### src/rtl/mem_bus_arbiter_pkg.sv
// Shared helpers for the memory-bus arbiter: channel-ID sizing and packed-bus slicing.
package mem_bus_arbiter_pkg;

  // Width of a channel index; at least one bit even for a single channel.
  function automatic int unsigned id_width(input int unsigned num_ch);
    return (num_ch > 1) ? $clog2(num_ch) : 1;
  endfunction

  // Low bit of channel idx inside a packed per-channel bus of element width w.
  function automatic int unsigned slice_lo(input int unsigned idx, input int unsigned w);
    return idx * w;
  endfunction

endpackage

### src/rtl/mem_bus_arbiter_id_fifo.sv
// In-order FIFO of channel IDs for reads in flight; any depth, pointers wrap mod DEPTH.
module mem_bus_arbiter_id_fifo #(
  parameter int unsigned DEPTH = 1,
  parameter int unsigned WIDTH = 1,
  localparam int unsigned CNT_W = $clog2(DEPTH + 1),
  localparam int unsigned PTR_W = (DEPTH > 1) ? $clog2(DEPTH) : 1
) (
  input  logic             clk,
  input  logic             reset,
  input  logic             push,
  input  logic [WIDTH-1:0] push_data,
  input  logic             pop,
  output logic [WIDTH-1:0] head,
  output logic             full,
  output logic             empty,
  output logic [CNT_W-1:0] count
);

  logic [WIDTH-1:0] slots [DEPTH];
  logic [PTR_W-1:0] wr_ptr;
  logic [PTR_W-1:0] rd_ptr;
  logic             do_push;
  logic             do_pop;

  function automatic logic [PTR_W-1:0] ptr_next(input logic [PTR_W-1:0] p);
    return (p == PTR_W'(DEPTH - 1)) ? '0 : p + 1'b1;
  endfunction

  // Status flags, guarded push/pop and head-of-queue view.
  always_comb begin
    full    = (count == CNT_W'(DEPTH));
    empty   = (count == '0);
    do_push = push & ~full;
    do_pop  = pop & ~empty;
    head    = slots[rd_ptr];
  end

  // Storage, pointers and occupancy; simultaneous push and pop leave count unchanged.
  always_ff @(posedge clk) begin
    if (reset) begin
      wr_ptr <= '0;
      rd_ptr <= '0;
      count  <= '0;
    end else begin
      if (do_push) begin
        slots[wr_ptr] <= push_data;
        wr_ptr        <= ptr_next(wr_ptr);
      end
      if (do_pop) begin
        rd_ptr <= ptr_next(rd_ptr);
      end
      if (do_push && !do_pop) begin
        count <= count + 1'b1;
      end else if (!do_push && do_pop) begin
        count <= count - 1'b1;
      end
    end
  end

endmodule

### src/rtl/mem_bus_arbiter.sv
// N-channel arbiter onto one memory port with pipelined, in-order read response routing.
module mem_bus_arbiter
  import mem_bus_arbiter_pkg::*;
#(
  parameter int unsigned NUM_CH      = 2,
  parameter int unsigned ADDR_WIDTH  = 32,
  parameter int unsigned DATA_WIDTH  = 32,
  parameter int unsigned OUTSTANDING = 1,
  parameter int unsigned RR_MODE     = 1
) (
  input  logic                         clk,
  input  logic                         reset,
  input  logic [NUM_CH-1:0]            ch_req_valid,
  output logic [NUM_CH-1:0]            ch_req_ready,
  input  logic [NUM_CH*ADDR_WIDTH-1:0] ch_req_addr,
  input  logic [NUM_CH-1:0]            ch_req_wen,
  input  logic [NUM_CH*DATA_WIDTH-1:0] ch_req_wdata,
  output logic [NUM_CH-1:0]            ch_resp_valid,
  output logic [DATA_WIDTH-1:0]        ch_resp_rdata,
  output logic                         mem_req_valid,
  input  logic                         mem_req_ready,
  output logic [ADDR_WIDTH-1:0]        mem_req_addr,
  output logic                         mem_req_wen,
  output logic [DATA_WIDTH-1:0]        mem_req_wdata,
  input  logic                         mem_resp_valid,
  input  logic [DATA_WIDTH-1:0]        mem_resp_rdata,
  output logic                         err_resp
);

  localparam int unsigned ID_W  = id_width(NUM_CH);
  localparam int unsigned CNT_W = $clog2(OUTSTANDING + 1);

  typedef logic [ID_W-1:0] ch_id_t;

  ch_id_t                ptr;
  ch_id_t                grant;
  ch_id_t                cand;
  ch_id_t                fifo_head;
  logic                  found;
  logic                  any_valid;
  logic                  grant_wen;
  logic                  blocked;
  logic                  transfer;
  logic                  push;
  logic                  pop;
  logic                  fifo_full;
  logic                  fifo_empty;
  logic [CNT_W-1:0]      fifo_count;
  logic [ADDR_WIDTH-1:0] addr_arr  [NUM_CH];
  logic [DATA_WIDTH-1:0] wdata_arr [NUM_CH];

  for (genvar i = 0; i < NUM_CH; i++) begin : g_unpack
    assign addr_arr[i]  = ch_req_addr[slice_lo(i, ADDR_WIDTH) +: ADDR_WIDTH];
    assign wdata_arr[i] = ch_req_wdata[slice_lo(i, DATA_WIDTH) +: DATA_WIDTH];
  end

  // Priority search: first valid channel starting at ptr (round-robin) or at 0 (fixed).
  always_comb begin
    any_valid = |ch_req_valid;
    grant     = '0;
    cand      = '0;
    found     = 1'b0;
    for (int unsigned k = 0; k < NUM_CH; k++) begin
      if (RR_MODE != 0) begin
        cand = ch_id_t'((32'(ptr) + k) % NUM_CH);
      end else begin
        cand = ch_id_t'(k);
      end
      if (!found && ch_req_valid[cand]) begin
        found = 1'b1;
        grant = cand;
      end
    end
  end

  // Request mux, read blocking on a full ID FIFO, and response routing.
  always_comb begin
    grant_wen     = ch_req_wen[grant];
    blocked       = any_valid & ~grant_wen & fifo_full;
    mem_req_valid = any_valid & ~blocked;
    mem_req_addr  = any_valid ? addr_arr[grant]  : '0;
    mem_req_wdata = any_valid ? wdata_arr[grant] : '0;
    mem_req_wen   = any_valid & grant_wen;
    transfer      = mem_req_valid & mem_req_ready;
    push          = transfer & ~grant_wen;
    pop           = mem_resp_valid & ~fifo_empty;
    ch_req_ready  = '0;
    if (transfer) begin
      ch_req_ready[grant] = 1'b1;
    end
    ch_resp_valid = '0;
    if (pop) begin
      ch_resp_valid[fifo_head] = 1'b1;
    end
    ch_resp_rdata = mem_resp_rdata;
  end

  // Round-robin pointer advances past the channel that just transferred.
  always_ff @(posedge clk) begin
    if (reset) begin
      ptr <= '0;
    end else if (transfer && RR_MODE != 0) begin
      ptr <= (grant == ch_id_t'(NUM_CH - 1)) ? '0 : grant + 1'b1;
    end
  end

  // Sticky flag for a memory response that no read was waiting for.
  always_ff @(posedge clk) begin
    if (reset) begin
      err_resp <= 1'b0;
    end else if (mem_resp_valid && fifo_empty) begin
      err_resp <= 1'b1;
    end
  end

  // Occupancy can never exceed the configured read depth.
  always_ff @(posedge clk) begin
    if (!reset) begin
      assert (fifo_count <= CNT_W'(OUTSTANDING));
    end
  end

  mem_bus_arbiter_id_fifo #(
    .DEPTH(OUTSTANDING),
    .WIDTH(ID_W)
  ) u_id_fifo (
    .clk      (clk),
    .reset    (reset),
    .push     (push),
    .push_data(grant),
    .pop      (pop),
    .head     (fifo_head),
    .full     (fifo_full),
    .empty    (fifo_empty),
    .count    (fifo_count)
  );

endmodule

### config.mk
export PLATFORM = sky130hd
export DESIGN_NAME = mem_bus_arbiter
export DESIGN_NICKNAME = d
export VERILOG_FILES = /design/src/rtl/mem_bus_arbiter_pkg.sv /design/src/rtl/mem_bus_arbiter_id_fifo.sv /design/src/rtl/mem_bus_arbiter.sv
export SDC_FILE = /design/constraint.sdc
export NUM_CORES = 1
export LEC_CHECK = 0
export ABC_AREA = 1
export CORE_AREA = 2 2 106 108
export DETAILED_ROUTE_END_ITERATION = 10
export DIE_AREA = 0 0 108 110
export GPL_ROUTABILITY_DRIVEN = 0
export HOLD_SLACK_MARGIN = 0.15
export PLACE_DENSITY = 0.67
export SYNTH_ARGS = -nofsm -noshare
export SYNTH_HDL_FRONTEND = slang
export SYNTH_SLANG_ARGS = --single-unit
### constraint.sdc
create_clock -name clk -period 2.4 [get_ports clk]
set_input_delay 0.36 -clock clk [delete_from_list [all_inputs] [get_ports clk]]
set_output_delay 0.36 -clock clk [all_outputs]
set_load 0.02 [all_outputs]
==> results.sh <==
export IMPL_vdd_drop_max_mv=0.264
export IMPL_io_buffers=206
export IMPL_grt_pass1_wl_um=9840
export IMPL_crit_buf_inv=4
export IMPL_crit_slowest_cell="clkdlybuf4s50_1"
export IMPL_drc=0
export IMPL_clkTransAtPathRegs_ns=0.03
export IMPL_critPathMaxFanout=32
export IMPL_critical_path_top_delay_family="buffers and inverters"
export IMPL_worstReg2RegEnd="ptr"
export IMPL_synthDistinctLibCells=16
export IMPL_num_rows=38
export IMPL_p_leak_nw=2.25
export IMPL_final_period_utilization=0.989
export IMPL_grt_overflow=0
export IMPL_setup_ws_ns=0.0268
export IMPL_r2r_slack_ns=1.24
export IMPL_slew_headroom=0.771
export IMPL_viasPerCell=4.12
export IMPL_netlist_instances=282
export IMPL_clkLatencyLatePin_ns=0.23
export IMPL_grt_setup_unrepaired="yes"
export IMPL_reg2reg_depth=8
export IMPL_arrival_ns=2.01
export IMPL_num_antenna_cells=0
export IMPL_slew_viol_final=0
export IMPL_dp_hpwl_um=5940
export IMPL_antenna_found_initial=0
export IMPL_p_sw_uw=391
export IMPL_critPathMaxStageDelay_ns=0.60
export IMPL_drtIter0Drc=103
export IMPL_post_cts_setup_buffers=0
export IMPL_die_h_um=110
export IMPL_status="complete, no violations"
export IMPL_core_um2=10700
export IMPL_total_power_uw=982
export IMPL_cts_sinks=4
export IMPL_synth_net_count=450
export IMPL_p_int_uw=591
export IMPL_drive_above_1_share=0.0337
export IMPL_hp_start="err_resp"
export IMPL_vias=2411
export IMPL_dp_worst_setup_slack_ns=-0.0752
export IMPL_root_buffer="clkbuf_8"
export IMPL_wl_per_cell_um=12.5
export IMPL_avgSynthCellArea_um2=5.08
export IMPL_final_cell_count_no_fill=585
export IMPL_synth_seq_area_share=0.0628
export IMPL_yosysWarnings=0
export IMPL_power_switching_share=0.398
export IMPL_critPathCaptureType="output pin"
export IMPL_area_delta_synth_final_pct=145
export IMPL_hold_depth=2
export IMPL_routed_wl_um=7330
export IMPL_grt_pass1_vias=2143
export IMPL_drt_pass1_iter_count=4
export IMPL_dieArea_um2=11900
export IMPL_critPathLaunchType="input pin"
export IMPL_nets=614
export IMPL_pwr_share_seq=0.078
export IMPL_ant_nets=0
export IMPL_dpl_cell_count=581
export IMPL_min_period_ns=2.37
export IMPL_pin_count=271
export IMPL_ys_ff_latch=4
export IMPL_clkPwrFrac=0.160
export IMPL_drv_cap=0
export IMPL_grt_max_degree=36
export IMPL_cts_tree="yes"
export IMPL_grt_total_usage=0.103
export IMPL_cts_buffers=3
export IMPL_hp_class="reg2reg"
export IMPL_setup_violations=0
export IMPL_hold_viol_final=0
export IMPL_pwr_share_comb=0.761
export IMPL_die_w_um=108
export IMPL_tightest_slew_ns=0.344
export IMPL_crit_type="in2out"
export IMPL_syn_area_um2=1430
export IMPL_cts_hold_buffers=0
export IMPL_required_ns=2.04
export IMPL_cts_htree_levels=1
export IMPL_cp_cell_sequence="clkdlybuf4s50_1, nand2_2, inv_2, buf_12, nand2_1, nand2_1, clkdlybuf4s50_1"
export IMPL_worstHoldEndpoint="err_resp"
export IMPL_fin_worst_skew_ns=0.00706
export IMPL_power_density_nw_per_um2=279
export IMPL_fmax_mhz=421
export IMPL_r2r_start="ptr"
export IMPL_start_util=0.134
export IMPL_cts_buffer_depth=2
-- how the worst max path moves through the flow --
stage,startpoint,end,slack [ns],cells past startpoint
after floorplan,ch_req_valid[0],ch_req_ready[0],0.89,7
after global placement,ch_req_valid[1],mem_req_wdata[17],-0.03,6
after detailed placement,ch_req_valid[1],mem_req_addr[8],-0.08,6
after CTS,ch_req_valid[1],mem_req_wdata[1],-0.009,7
after global routing,ch_req_valid[1],mem_req_addr[0],-0.08,6
final,ch_req_valid[1],mem_req_addr[0],0.03,7
-- through the flow --
step	setup TNS (ns)	hold WS, ns	util	cell area [um2]
2_1_floorplan	0	0.432	-	1430
3_3_place_gp	-0.185	0.455	0.313	3350
3_5_place_dp	-0.708	0.481	0.313	3350
4_1_cts	-0.0211	0.493	0.316	3390
5_1_grt	-0.0798	0.516	0.329	3520
6_report	0	0.486	0.329	3520
-- tightest hold or removal path: stages (launching register included) --
cell	delay, ns
dfxtp_1	0.33
a21oi_1	0.04
nor2_1	0.08
-- sequential cells by signal, indices dropped and copies added (netlist names) --
signal           count
u_id_fifo.count      1
u_id_fifo.slots      1
ptr                  1
err_resp             1
-- layer usage --
metal	up-vias	track usage	wire length, um
met5	-	0	0
met4	0	0.0559	312
met3	31	0.0329	933
met2	146	0.191	3640
met1	1050	0.101	2450
li1	1184	-	-
-- cell usage after synthesis --
cell | instances | area, um2
nand3_1 | 65 | 325
buf_4 | 39 | 293
nor2_1 | 6 | 22.5
dfxtp_1 | 3 | 60.1
inv_2 | 1 | 3.75
nand4_1 | 1 | 6.26
nand2_2 | 2 | 12.5
nand3_2 | 2 | 20.0
edfxtp_1 | 1 | 30.0
nand2_1 | 135 | 507
buf_2 | 10 | 50.1
a21oi_1 | 2 | 10.0
buf_6 | 4 | 45.0
or2_1 | 1 | 6.26
o32ai_1 | 1 | 8.76
inv_1 | 9 | 33.8
-- power by group through the flow --
stage               logic [mW]  registers (mW)  clock network [mW]
floorplan                0.401          0.0788                   0
global placement         0.772          0.0773                   0
detailed placement       0.778          0.0776                   0
CTS                      0.772          0.0768               0.160
global route             0.800          0.0773               0.162
finish                   0.748          0.0766               0.158
-- layout by cell type (no fill, tap or decap) --
| cell type | count |
|---|---|
| buf_2 | 1 |
| nor2_1 | 6 |
| o32ai_1 | 1 |
| nand4_1 | 1 |
| a21oi_1 | 2 |
| buf_6 | 2 |
| clkdlybuf4s50_1 | 140 |
| clkbuf_8 | 3 |
| buf_4 | 2 |
| nand2_2 | 2 |
| dfxtp_1 | 3 |
| clkbuf_1 | 1 |
| nand2_1 | 135 |
| inv_1 | 9 |
| buf_12 | 2 |
| edfxtp_1 | 1 |
| dlygate4sd2_1 | 12 |
| nand3_1 | 65 |
| nand3_2 | 2 |
| inv_2 | 1 |
| or2_1 | 1 |
| dlymetal6s2s_1 | 53 |
-- cells by family (layout without fill, tap and decap cells) --
family	count (synthesis)	after routing	synth area share
AND/OR/NAND/NOR	212	212	0.627
flip-flops	4	4	0.0628
buffers and inverters	63	226	0.297
AO/OA/AOI/OAI	3	3	0.0131
-- what timing repair did --
action	4_1_cts	5_1_grt
pin swaps	0	0
endpoints found under the setup margin	58	54
gates resized for setup	14	53
cloned	0	0
-- cell type report --
cell class	instances	area, um2
clock buffers	4	45.0
fillers	1135	7180
inverters	10	37.5
multi-input cells	215	918
flip-flops and latches	4	90.1
well taps	140	175
repair buffers	212	2250
Power figures use the tool's default switching activity.
